File: src/rtl/thread_dispatcher.sv
// Kernel-launch sequencer: runs every (block, thread) pair of a launch on a single-thread core.
// First RUN cycle comes 1+RST_CYCLES cycles after an accepted start; start is ignored while a launch is active.
module thread_dispatcher #(
  parameter int WIDTH      = 16,
  parameter int RST_CYCLES = 2,
  parameter int TIMEOUT    = 1024
) (
  input  logic             clk,
  input  logic             reset,
  input  logic             start,
  input  logic [WIDTH-1:0] num_blocks,
  input  logic [WIDTH-1:0] block_dim_in,
  input  logic             core_done,
  output logic             core_reset,
  output logic [WIDTH-1:0] core_block_idx,
  output logic [WIDTH-1:0] core_thread_idx,
  output logic [WIDTH-1:0] core_block_dim,
  output logic             busy,
  output logic             done,
  output logic             error,
  output logic [WIDTH-1:0] threads_done
);

  localparam int RCW = (RST_CYCLES > 1) ? $clog2(RST_CYCLES) : 1;
  localparam int WCW = (TIMEOUT > 1) ? $clog2(TIMEOUT) : 1;

  typedef enum logic [2:0] {
    S_IDLE,
    S_CORE_RST,
    S_RUN,
    S_ADVANCE,
    S_FINISH
  } state_t;

  state_t           r_state;
  state_t           w_next;
  logic [WIDTH-1:0] r_num_blocks;
  logic [WIDTH-1:0] r_block_dim;
  logic [WIDTH-1:0] r_block_idx;
  logic [WIDTH-1:0] r_thread_idx;
  logic [WIDTH-1:0] r_threads_done;
  logic             r_error;
  logic [RCW-1:0]   r_rst_cnt;
  logic [WCW-1:0]   r_wdog;

  logic w_last_thread;
  logic w_last_block;
  logic w_rst_end;
  logic w_timeout;

  assign w_last_thread = (r_thread_idx == r_block_dim - WIDTH'(1));
  assign w_last_block  = (r_block_idx == r_num_blocks - WIDTH'(1));
  assign w_rst_end     = (r_rst_cnt == RCW'(RST_CYCLES - 1));
  assign w_timeout     = (r_wdog == WCW'(TIMEOUT - 1));

  always_comb begin
    w_next     = r_state;
    core_reset = 1'b1;
    busy       = 1'b0;
    done       = 1'b0;
    case (r_state)
      S_IDLE: begin
        if (start) begin
          // Empty grids skip straight to the completion pulse.
          if (num_blocks == '0 || block_dim_in == '0) w_next = S_FINISH;
          else                                         w_next = S_CORE_RST;
        end
      end
      S_CORE_RST: begin
        busy = 1'b1;
        if (w_rst_end) w_next = S_RUN;
      end
      S_RUN: begin
        busy       = 1'b1;
        core_reset = 1'b0;
        if (core_done)      w_next = S_ADVANCE;
        else if (w_timeout) w_next = S_FINISH;
      end
      S_ADVANCE: begin
        busy = 1'b1;
        if (w_last_thread && w_last_block) w_next = S_FINISH;
        else                               w_next = S_CORE_RST;
      end
      S_FINISH: begin
        done   = 1'b1;
        w_next = S_IDLE;
      end
      default: w_next = S_IDLE;
    endcase
  end

  always_ff @(posedge clk) begin
    if (reset) begin
      r_state        <= S_IDLE;
      r_num_blocks   <= '0;
      r_block_dim    <= '0;
      r_block_idx    <= '0;
      r_thread_idx   <= '0;
      r_threads_done <= '0;
      r_error        <= 1'b0;
      r_rst_cnt      <= '0;
      r_wdog         <= '0;
    end else begin
      r_state <= w_next;
      case (r_state)
        S_IDLE: begin
          if (start) begin
            r_num_blocks   <= num_blocks;
            r_block_dim    <= block_dim_in;
            r_block_idx    <= '0;
            r_thread_idx   <= '0;
            r_threads_done <= '0;
            r_error        <= 1'b0;
            r_rst_cnt      <= '0;
          end
        end
        S_CORE_RST: begin
          r_rst_cnt <= r_rst_cnt + RCW'(1);
          r_wdog    <= '0;
        end
        S_RUN: begin
          r_wdog <= r_wdog + WCW'(1);
          if (core_done)      r_threads_done <= r_threads_done + WIDTH'(1);
          else if (w_timeout) r_error        <= 1'b1;
        end
        S_ADVANCE: begin
          r_rst_cnt <= '0;
          // Indices stay on the final pair once the launch is complete.
          if (!(w_last_thread && w_last_block)) begin
            if (w_last_thread) begin
              r_thread_idx <= '0;
              r_block_idx  <= r_block_idx + WIDTH'(1);
            end else begin
              r_thread_idx <= r_thread_idx + WIDTH'(1);
            end
          end
        end
        default: ;
      endcase
    end
  end

  assign core_block_idx  = r_block_idx;
  assign core_thread_idx = r_thread_idx;
  assign core_block_dim  = r_block_dim;
  assign threads_done    = r_threads_done;
  assign error           = r_error;

endmodule

File: config.mk
export PLATFORM = sky130hd
export DESIGN_NAME = thread_dispatcher
export DESIGN_NICKNAME = d
export VERILOG_FILES = /design/src/rtl/thread_dispatcher.sv
export SDC_FILE = /design/constraint.sdc
export NUM_CORES = 1
export LEC_CHECK = 0
export ABC_AREA = 0
export ABC_CLOCK_PERIOD_IN_PS = 5400
export CORE_MARGIN = 2
export CORE_UTILIZATION = 56
export CTS_CLUSTER_SIZE = 28
export DETAILED_ROUTE_END_ITERATION = 6
export PLACE_DENSITY_LB_ADDON = 0.2
export SLEW_MARGIN = 20
export SYNTH_ARGS = -nofsm -noshare
export SYNTH_HDL_FRONTEND = slang
export SYNTH_SLANG_ARGS = --single-unit
File: constraint.sdc
create_clock -name clk -period 5.4 [get_ports clk]
set_input_delay 1.08 -clock clk [delete_from_list [all_inputs] [get_ports clk]]
set_output_delay 1.08 -clock clk [all_outputs]
set_load 0.02 [all_outputs]
* Word level (Yosys, flattened, before mapping)
Cells that the tools add are included.
** Word-level totals
- Input port bits :: 36
- Logic and storage cells :: 73
- Bits in registers :: 95
** Operators by class
- Reduce and logical (&&, ||, !) cells :: 17
- Equal/unequal tests :: 15
- Multiplexer cells :: 25
- $add $sub $neg :: 7
** Operators by type and width (count)
- $mux 16 :: 6
- $pmux 16 s2 :: 3
- $add 16x1->16 const B :: 3
- $eq 16x16->1 :: 2
- $logic_not 16->1 :: 2
- $sub 16x1->16 const B :: 2
- $pmux 10 s2 :: 1
- $mux 3 :: 6
- $ne 2x2->1 const B :: 7
- $pmux 3 s4 :: 1
- $add 10x1->10 const B :: 1
- $eq 10x10->1 const B :: 1
- $reduce_and 3->1 :: 3
- $reduce_and 4->1 :: 2
- $eq 3x2->1 const B :: 2
- $mux 1 :: 6
- $reduce_bool 2->1 :: 3
- $reduce_and 2->1 :: 2
- $eq 3x1->1 const B :: 1
- $eq 3x3->1 const B :: 1
- $logic_not 3->1 :: 1
- $ne 3x3->1 const B :: 1
- $pmux 1 s3 :: 1
- $reduce_bool 3->1 :: 1
- other kinds (5) :: 5

* Longest topological paths before layout
- Word-level depth :: 5
- Mapped depth :: 14
- Mapped depth without buffers :: 11

* Least setup slack after synthesis
Ideal clock, no wire load.
- Path type :: register to register
- Start point :: register r_block_dim[0] (netlist: core_block_dim[0])
- End point :: register r_block_idx[7] (netlist: core_block_idx[7])
- Period minus slack after synthesis :: 3.129 ns
- Data arrival time :: 3.058 ns
- Library setup time :: 0.071 ns
- Cell stages (with the launch flop) :: 13
- Path slack :: 2.271 ns
- Data required time :: 5.329 ns
- Path buffers :: 1
- Cell sequence :: dfxtp_1 inv_1 ha_1 nor2b_1 nor3_1 a211oi_1 or4_1 nor4_2 and4b_1 nor2_2 buf_2 or3_1 a21oi_1
** Between the ends
- Word-level cells in the longest chain between the ends :: 5
- Elaborated cells between the ends (all ways) :: 6
- Those cells by class :: add/sub (1); eq/ne (3); reduce/logical (2)
** RTL lines
- from (decl) :: line 38 : logic [WIDTH-1:0] r_block_dim;
- from (signal assigned) :: line 109 : r_block_dim <= block_dim_in;
- $sub 16x1->16 * :: line 51 : assign w_last_thread = (r_thread_idx == r_block_dim - WIDTH'(1));
- $eq 16x16->1 * :: line 51
- $logic_and 1x1->1 :: line 129 : if (!(w_last_thread && w_last_block)) begin
- $ne 2x2->1 (no line)
- $reduce_and 4->1 (no line) *
- to (signal assigned) :: line 132 : r_block_idx <= r_block_idx + WIDTH'(1);
- to (decl) :: line 39 : logic [WIDTH-1:0] r_block_idx;
Every way passes the cells marked *; elsewhere a longest branch is shown, timed or not.
A chain may end at the register's enable or synchronous reset.

* Worst setup path in the final report
- Start point :: register r_block_dim[0] (netlist: core_block_dim[0])
- End point :: register r_block_idx[9] (netlist: core_block_idx[9])
The elaborated chain is that of the path after synthesis.

==> impl_metrics.json <==
{
  "grt.overflow.total": 0,
  "cts.sinks": 95,
  "crit_chain": "inv_1 > ha_1 > nor4b_1 > nand4_1 > xnor2_1 > nand3_1 > nor4_2 > and4b_1 > nor2_2 > or4_1 > a21oi_1",
  "swShare_pct": 32.3,
  "cts_tree": "done",
  "fmax_ghz": 0.269,
  "slowest_stage": "nor4b_1",
  "pin_count": 104,
  "min_from": "r_num_blocks[15]",
  "synth.avg_cell_area_sq_um": 7.75,
  "period_share_pct": 68.9,
  "antenna_left": 0,
  "clk_pin_slew_worst_paths_ns": 0.11,
  "fin_ws_ns": 1.68,
  "insertion_delay_ns": 0.38,
  "final_common_cell": "clkdlybuf4s50_1",
  "diodes": 0,
  "dieArea_sq_mm": 0.0101,
  "hold_depth": 2,
  "pwr-share-clk_pct": 29.6,
  "r2r-end": "core_block_idx[9]",
  "yosys_warnings": 0,
  "crit_buf_inv": 1,
  "drive_above_1_share_pct": 4.87,
  "core.rowCount": 35,
  "slew_violations": 0,
  "rsz0062_at_grt": "no",
  "rrSetupSlack_ns": 1.68,
  "wire_per_inst_um": 16.4,
  "syn-num-nets": 717,
  "grt_max_degree": 55,
  "p_sw_w": 0.000528,
  "worst_clock_skew_ns": 0.0195,
  "crit_arrival_ns": 4.03,
  "drtPass1Iterations": 6,
  "gp_congestion": 0.850,
  "start_kind": "register",
  "via_count": 5263,
  "yosysUniqueCellTypes": 58,
  "drc": 0,
  "cts-root-buf": "clkbuf_8",
  "power_frac_seq_pct": 47.1,
  "hold_class": "reg2reg",
  "peakVddDrop_mv": 0.191,
  "drt_iter0_markers": 380,
  "cp_data_required_time_ns": 5.71,
  "routed_via_density": 6.04,
  "antenna_found_initial": 0,
  "cts_made_buffers": 9,
  "dp_slack_ns": 1.78,
  "die_w_um": 101,
  "htreeDepth": 3,
  "p_comb_share_pct": 23.3,
  "coreArea_sq_mm": 0.00915,
  "critPathMaxFanout": 13,
  "start_util_pct": 57.2,
  "die_h_um": 101,
  "syn_area_sq_mm": 0.00523,
  "nets": 797,
  "powerDensity_mw_per_mm2": 253,
  "leakagePower_nw": 2.25,
  "hpwl_um": 10100,
  "finalSetupViolCount": 0,
  "mostFrequentLayoutCells": "102 x clkdlybuf4s50_1, 95 x dfxtp_1, 94 x nand2_1",
  "synth_edf_count": 0,
  "place_area_sq_mm": 0.00626,
  "reg2reg_from": "core_block_dim[0]",
  "drv_cap": 0,
  "post_cts_buffers": 0,
  "synth_cells": 675,
  "worstMarginPinSlew_ns": 1.07,
  "finalSetupTns_ns": 0,
  "area_growth_pct": 23.6,
  "p_int_w": 0.00111,
  "cp_slowest_stage_delay_ns": 0.62,
  "ys_async_sr_fraction_pct": 0,
  "holdPathEnd": "r_num_blocks[15]",
  "grt_pass1_wl_um": 22800,
  "routed_wl_um": 14300,
  "post-route-min-period_ns": 3.72,
  "ys.flop_type": "dfxtp_1",
  "grt_pass1_vias": 4924,
  "status": "complete, no violations",
  "ys_ff_latch": 95,
  "hold_viol": 0,
  "final_area_sq_mm": 0.00646,
  "synth-seq-area-share_pct": 36.3,
  "numPortBuffers": 103,
  "cts-hold-fix-buffers": 0,
  "clock_path_buffers": 2,
  "grt.total_usage_pct": 27.9,
  "critPathTopFamily": "simple AND/OR/NAND/NOR gates",
  "relSlewSlack_pct": 28.6,
  "crit_type": "reg2reg",
  "cp-end-kind": "register",
  "worst_r2r_path_depth": 11,
  "cts-resized-gates": 0
}
synthesized netlist by cell type (2+ instances only):
cell	n	area, sq um
buf_6	2	22.5
or4_1	9	67.6
xnor2_1	42	368
a21oi_1	68	340
nor2_1	61	229
or2_2	5	31.3
buf_2	6	30.0
a21o_1	2	15.0
dfxtp_1	95	1900
mux2_2	2	22.5
nor4_1	13	81.3
or3_1	17	106
nand3_1	38	190
mux2i_1	4	40.0
nand3b_1	10	75.1
buf_1	5	18.8
clkbuf_1	24	90.1
nand4_1	17	106
and4_1	2	17.5
nor4_2	2	25.0
o21ai_0	32	160
ha_1	6	75.1
o31ai_1	5	37.5
a22oi_1	2	15.0
xor2_1	22	193
inv_1	9	33.8
o21a_1	4	30.0
nand2_1	94	353
nor2b_1	4	25.0
and2_1	4	25.0
nor4b_1	3	26.3
a211oi_1	8	60.1
nor3_1	18	90.1
and3_1	16	100
metrics by stage:
stage / total power, W / utilization, % / hold slack (ns) / std cells
5_1_grt: 0.00171 / 70.6 / 0.499 / 871
3_5_place_dp: 0.00116 / 68.4 / 0.462 / 855
6_report: 0.00164 / 70.6 / 0.484 / 871
3_3_place_gp: 0.00115 / 68.4 / 0.455 / 855
2_1_floorplan: 0.00105 / - / 0.448 / 675
4_1_cts: 0.00164 / 70.6 / 0.484 / 871
worst reg2reg max path, delay by kind of cell (launching register included):
kind | cells | cell delay, ns
buf+inv | 1 | 0.07
compound gates | 1 | 0.17
flops | 1 | 0.37
fa+ha+maj | 1 | 0.17
xor+xnor | 1 | 0.20
simple gates | 7 | 2.68
how the worst max path moves through the flow:
stage	from	cells after the start	end	slack, ns
global placement	core_block_dim[0]	9	core_block_idx[11]	1.98
detailed placement	core_block_dim[0]	11	core_block_idx[9]	1.78
finish	core_block_dim[0]	11	core_block_idx[9]	1.68
CTS	core_block_dim[0]	11	core_block_idx[9]	1.71
global route	core_block_dim[0]	11	core_block_idx[9]	1.41
floorplan	core_block_dim[0]	12	core_block_idx[7]	2.27
per-layer routing:
metal | GRT usage (%) | up-vias | part of all wire [%]
met5 | 0 | - | 0
met4 | 11.3 | 0 | 2.2
met3 | 4.02 | 29 | 6.8
met2 | 47.5 | 224 | 48
met1 | 35.5 | 2460 | 43
li1 | - | 2550 | -
cell families (layout without fill, tap and decap cells):
family	count (synthesis)	in the layout	synth area share, %
AO/OA/AOI/OAI	134	134	14.9
XOR/XNOR	64	64	10.7
adder cells (fa/ha/maj)	6	6	1.43
buffers and inverters	47	132	3.80
flip-flops	95	95	36.3
multiplexers	6	6	1.20
AND/OR/NAND/NOR	323	323	31.6
sequential cells by signal, indices dropped and copies added (netlist names):
name	count
r_rst_cnt	1
threads_done	16
r_wdog	10
r_num_blocks	16
core_block_idx	16
r_state	3
core_block_dim	16
error	1
core_thread_idx	16
power groups by stage:
| stage | sequential (W) | combinational, W | clock [W] |
|---|---|---|---|
| after global routing | 0.000776 | 0.000418 | 0.000520 |
| after floorplan | 0.000782 | 0.000267 | 0 |
| final | 0.000771 | 0.000382 | 0.000485 |
| after CTS | 0.000770 | 0.000380 | 0.000488 |
| after detailed placement | 0.000786 | 0.000376 | 0 |
| after global placement | 0.000784 | 0.000363 | 0 |
layout make-up:
class	count	area [sq um]
clock buffer	9	124
clock inverter	7	76.3
fill	758	2690
inverter	10	37.5
multi-input combinational	533	3140
sequential	95	1900
tap	111	139
timing repair buffer	106	1050
No activity file was read; power rests on OpenSTA's default activity.
